[config.mk]
export PLATFORM = sky130hd
export DESIGN_NAME = bcd_display_scan_2digit
export DESIGN_NICKNAME = d
export VERILOG_FILES = /design/src/rtl/bcd_disp_pkg.sv /design/src/rtl/bcd_to_7seg.sv /design/src/rtl/bcd_display_scan_2digit.sv
export SDC_FILE = /design/constraint.sdc
export NUM_CORES = 1
export LEC_CHECK = 0
export BUFFER_PORTS_ARGS = -buffer_cell sky130_fd_sc_hd__buf_2
export CORE_MARGIN = 3
export CORE_UTILIZATION = 50
export CTS_CLUSTER_SIZE = 40
export DETAILED_ROUTE_END_ITERATION = 10
export PLACE_DENSITY = 0.71
export SLEW_MARGIN = 20
export SYNTH_ARGS = -nofsm -noshare
export SYNTH_HDL_FRONTEND = slang
export SYNTH_SLANG_ARGS = --single-unit
[constraint.sdc]
create_clock -name clk -period 2.8 [get_ports clk]
set_clock_uncertainty 0.05 [all_clocks]
set_input_delay 0.14 -clock clk [delete_from_list [all_inputs] [get_ports clk]]
set_output_delay 0.14 -clock clk [all_outputs]
set_load 0.01 [all_outputs]
[src/rtl/bcd_disp_pkg.sv]
// Shared 7-segment constants for the display blocks.
// Patterns are active-low, segments g..a on bits 6..0.
package bcd_disp_pkg;

  localparam logic [6:0] SEG_0     = 7'h40;
  localparam logic [6:0] SEG_1     = 7'h79;
  localparam logic [6:0] SEG_2     = 7'h24;
  localparam logic [6:0] SEG_3     = 7'h30;
  localparam logic [6:0] SEG_4     = 7'h19;
  localparam logic [6:0] SEG_5     = 7'h12;
  localparam logic [6:0] SEG_6     = 7'h02;
  localparam logic [6:0] SEG_7     = 7'h78;
  localparam logic [6:0] SEG_8     = 7'h00;
  localparam logic [6:0] SEG_9     = 7'h10;
  localparam logic [6:0] SEG_DASH  = 7'h3F;
  localparam logic [6:0] SEG_BLANK = 7'h7F;

  localparam logic [1:0] AN_UNITS  = 2'b10;
  localparam logic [1:0] AN_TENS   = 2'b01;
  localparam logic [1:0] AN_OFF    = 2'b11;

endpackage

[src/rtl/bcd_to_7seg.sv]
// Combinational BCD to active-low 7-segment decoder.
// Codes 10-15 are not valid BCD and show a single dash.
module bcd_to_7seg
  import bcd_disp_pkg::*;
(
  input  logic [3:0] code,
  output logic [6:0] seg
);

  always_comb begin
    seg = SEG_DASH;
    case (code)
      4'd0:    seg = SEG_0;
      4'd1:    seg = SEG_1;
      4'd2:    seg = SEG_2;
      4'd3:    seg = SEG_3;
      4'd4:    seg = SEG_4;
      4'd5:    seg = SEG_5;
      4'd6:    seg = SEG_6;
      4'd7:    seg = SEG_7;
      4'd8:    seg = SEG_8;
      4'd9:    seg = SEG_9;
      default: seg = SEG_DASH;
    endcase
  end

endmodule

[src/rtl/bcd_display_scan_2digit.sv]
// Two-digit multiplexed 7-segment driver with per-frame snapshot of the
// BCD inputs, optional leading-zero blanking and per-digit decimal points.
module bcd_display_scan_2digit
  import bcd_disp_pkg::*;
#(
  parameter int SCAN_DIV = 100000
) (
  input  logic       clk,
  input  logic       rst,
  input  logic [3:0] q0,
  input  logic [3:0] q1,
  input  logic       blank_lz,
  input  logic [1:0] dp_in,
  output logic [6:0] seg,
  output logic [1:0] an,
  output logic       dp
);

  localparam int CNT_W = (SCAN_DIV > 1) ? $clog2(SCAN_DIV) : 1;
  localparam logic [CNT_W-1:0] CNT_LAST = CNT_W'(SCAN_DIV - 1);

  logic [CNT_W-1:0] cnt_q, cnt_d;
  logic             sel_q, sel_d;
  logic [3:0]       snap0_q, snap0_d;
  logic [3:0]       snap1_q, snap1_d;
  logic [6:0]       seg_q, seg_d;
  logic [1:0]       an_q, an_d;
  logic             dp_q, dp_d;

  logic             tick;
  logic [3:0]       digit;
  logic [6:0]       digit_seg;

  assign tick  = (cnt_q == CNT_LAST);
  assign digit = sel_q ? snap1_q : snap0_q;

  bcd_to_7seg u_dec (
    .code (digit),
    .seg  (digit_seg)
  );

  // Both digits are captured together at the end of the tens slot so a
  // frame never mixes values from different cycles.
  always_comb begin
    cnt_d   = tick ? '0 : cnt_q + 1'b1;
    sel_d   = tick ? ~sel_q : sel_q;
    snap0_d = snap0_q;
    snap1_d = snap1_q;
    if (tick && sel_q) begin
      snap0_d = q0;
      snap1_d = q1;
    end
  end

  always_comb begin
    seg_d = digit_seg;
    an_d  = AN_UNITS;
    dp_d  = ~dp_in[0];
    if (sel_q) begin
      if (blank_lz && (snap1_q == 4'd0)) begin
        seg_d = SEG_BLANK;
        an_d  = AN_OFF;
        dp_d  = 1'b1;
      end else begin
        an_d  = AN_TENS;
        dp_d  = ~dp_in[1];
      end
    end
  end

  always_ff @(posedge clk) begin
    if (rst) begin
      cnt_q   <= '0;
      sel_q   <= 1'b0;
      snap0_q <= 4'd0;
      snap1_q <= 4'd0;
      seg_q   <= SEG_BLANK;
      an_q    <= AN_OFF;
      dp_q    <= 1'b1;
    end else begin
      cnt_q   <= cnt_d;
      sel_q   <= sel_d;
      snap0_q <= snap0_d;
      snap1_q <= snap1_d;
      seg_q   <= seg_d;
      an_q    <= an_d;
      dp_q    <= dp_d;
    end
  end

  assign seg = seg_q;
  assign an  = an_q;
  assign dp  = dp_q;

endmodule

==> impl_metrics.json <==
{
  "status": "completed",
  "setup_violations": 0,
  "die_h_um": 63.1,
  "drv_slew": 0,
  "grt_max_degree": 19,
  "n_antenna_cell": 0,
  "dp_hpwl_um": 2370,
  "cts_sinks": 36,
  "rows": 20,
  "synth_fa_ha_area_share_pct": 5.37,
  "drcViolationCount": 0,
  "critPathRequiredTime_ps": 3020,
  "synth_nets": 206,
  "final.setup.tns_ps": 0,
  "tritoncts": "built",
  "htreeDepth": 2,
  "utilization_pct": 60.9,
  "drive_above_1_share_pct": 16.8,
  "crit_arrival_ps": 2350,
  "portBuffers": 22,
  "finalCritPeriodShare_pct": 76.2,
  "worst_pin_slew_ps": 678,
  "first_global_vias": 1309,
  "post-cts-setup-buffers": 0,
  "die_x_um": 63.1,
  "routed_wl_um": 3340,
  "synth_area_um2": 1630,
  "finalHoldViolCount": 0,
  "min_to": "snap0_q[0]$_SDFFE_PP0P_",
  "maxCapViolations": 0,
  "rr_endpoint": "seg[4]$_SDFF_PP1_",
  "final_common_cell": "dfxtp_1",
  "ctsResizeCount": 0,
  "avgSynthCellArea_um2": 8.77,
  "clock_latency_ps": 330,
  "antenna_found_initial": 0,
  "worstReg2RegStart": "sel_q$_SDFFE_PP0N_",
  "powerDensity_nw_per_um2": 441,
  "r2r_cells": 7,
  "design.die.area_um2": 3980,
  "synth_top_family_by_area": "simple AND/OR/NAND/NOR gates",
  "ys_types": 32,
  "cts_made_buffers": 5,
  "synthSimpleGateAreaFrac_pct": 23.2,
  "drt_iter0_drc": 52,
  "worstSetupPathType": "flip-flop to flip-flop",
  "final_cell_mix": "36 x dfxtp_1, 22 x buf_2, 21 x nor2_1",
  "synth_compound_area_share_pct": 10.8,
  "netlist_instances": 186,
  "rsz0062_at_grt": "false",
  "yosys_warnings": 0,
  "place_congestion": 0.783,
  "synth.area.mux_share_pct": 5.75,
  "synth-seq-cells": 36,
  "min_path_type": "input port to flip-flop",
  "yosysSeqAreaShare_pct": 44.2,
  "vdd_ir_drop_max_mv": 0.282,
  "nets": 234,
  "cts-root-buf": "clkbuf_4",
  "firstDrtPassIters": 4,
  "leakagePower_nw": 0.671,
  "setup_slack_ps": 667,
  "cts_hold_buf": 5,
  "r2r_setup_slack_ps": 670,
  "cp_max_fo": 18,
  "coreArea_um2": 3080,
  "fmax_mhz": 469,
  "period_minus_slack_ps": 2130,
  "clk_pin_slew_ps": 100,
  "wl_per_cell_um": 13.0,
  "clockBufferDepth": 2,
  "ioPinCount": 23,
  "start_util_pct": 53.0,
  "grtUsageTotal_pct": 18.4,
  "hold_depth": 3,
  "ant_nets": 0,
  "via_count": 1387,
  "register_area_um2": 721,
  "place_ws_ps": 682,
  "overflow": 0,
  "worstSetupStartpointType": "flip-flop",
  "area_growth_pct": 14.8,
  "end_kind": "flip-flop",
  "hp-start": "q0[0]",
  "multi_input_area_um2": 850,
  "synth_xor_area_share_pct": 6.98,
  "max-slew-margin-rel_pct": 54.7,
  "via_per_inst": 5.38,
  "grt_pass1_wl_um": 5840,
  "n_fill_cell": 272
}
-- layer usage --
layer | part of all wire, % | up-vias | wire length (µm) | track usage (%)
met5 | 0 | - | 0 | 0
met4 | 0.57 | 0 | 19 | 7.44
met3 | 4.9 | 2 | 165 | 4.81
met2 | 47 | 32 | 1570 | 28.9
met1 | 48 | 643 | 1590 | 24.1
li1 | - | 710 | - | -
-- cells by family (layout without fill, tap and decap cells) --
logic type / Yosys count / in the layout
simple gates: 72 / 72
buf+inv: 16 / 44
mux: 9 / 9
flops: 36 / 36
xor+xnor: 13 / 13
fa+ha+maj: 7 / 7
compound gates: 33 / 33
-- power by group --
part	switching (mW)	leakage (nW)	internal [mW]
combinational	0.0211	0.349	0.0215
clock	0.164	0.0281	0.0925
sequential	0.00487	0.294	0.522
-- area by class of cell --
type                            instances  area share [%]
Timing Repair Buffer                   28            8.95
Sequential cell                        36            38.5
Clock inverter                          1           0.267
Inverter                                9            1.80
Tap cell                               44            2.94
Multi-Input combinational cell        134            45.4
Clock buffer                            6            2.20
-- worst max-delay path by stage --
stage / from / endpoint / cells past startpoint / slack, ps
6_report: sel_q$_SDFFE_PP0N_ / seg[4]$_SDFF_PP1_ / 7 / 670
2_1_floorplan: sel_q$_SDFFE_PP0N_ / seg[4]$_SDFF_PP1_ / 7 / 990
3_5_place_dp: sel_q$_SDFFE_PP0N_ / seg[4]$_SDFF_PP1_ / 6 / 680
5_1_grt: sel_q$_SDFFE_PP0N_ / seg[5]$_SDFF_PP1_ / 4 / 370
4_1_cts: sel_q$_SDFFE_PP0N_ / seg[4]$_SDFF_PP1_ / 7 / 660
3_3_place_gp: sel_q$_SDFFE_PP0N_ / seg[4]$_SDFF_PP1_ / 6 / 800
-- synth_stat cells --
master,instances,area share [%]
xnor2_1,12,6.4
o21ai_0,16,4.9
nor2_1,21,4.8
nand3_1,7,2.1
or2_2,2,0.77
a21o_1,1,0.46
nor4_1,4,1.5
inv_1,9,2.1
nor3b_1,1,0.46
or4_4,1,0.69
nor3_1,5,1.5
mux2_2,3,2.1
and2_1,2,0.77
a31oi_1,1,0.38
mux2i_1,6,3.7
buf_2,1,0.31
ha_1,7,5.4
dfxtp_1,36,44
nand2_1,9,2.1
nor4b_1,1,0.54
a21boi_0,2,0.92
or3_1,1,0.38
and3_1,2,0.77
nor4bb_1,1,0.61
nand3_2,1,0.61
o31ai_1,1,0.46
xor2_1,1,0.54
nand4_1,13,5.0
clkbuf_1,6,1.4
o21ai_1,1,0.31
or4_1,1,0.46
a21oi_1,11,3.4
-- sequential cells by signal, indices dropped and copies added (netlist names) --
name and flops:
dp 1, an 2, snap0_q 4, seg 7, cnt_q 17, sel_q 1, snap1_q 4
-- critical path: stages (launching register included) --
cell and delay, ps:
dfxtp_1 770, mux2i_1 500, inv_1 170, ha_1 230, inv_1 50, or2_2 100, nor2_1 30, o21ai_0 160
-- per-stage QoR --
stage	total power [mW]	cell area, µm²	std cells	hold slack [ps]
2_1_floorplan	0.557	1630	186	200
3_3_place_gp	0.574	1780	246	306
3_5_place_dp	0.576	1780	246	307
4_1_cts	0.836	1870	258	3.19
5_1_grt	0.867	1870	258	27.0
6_report	0.825	1870	258	14.9
No activity file was read; power rests on OpenSTA's default activity.
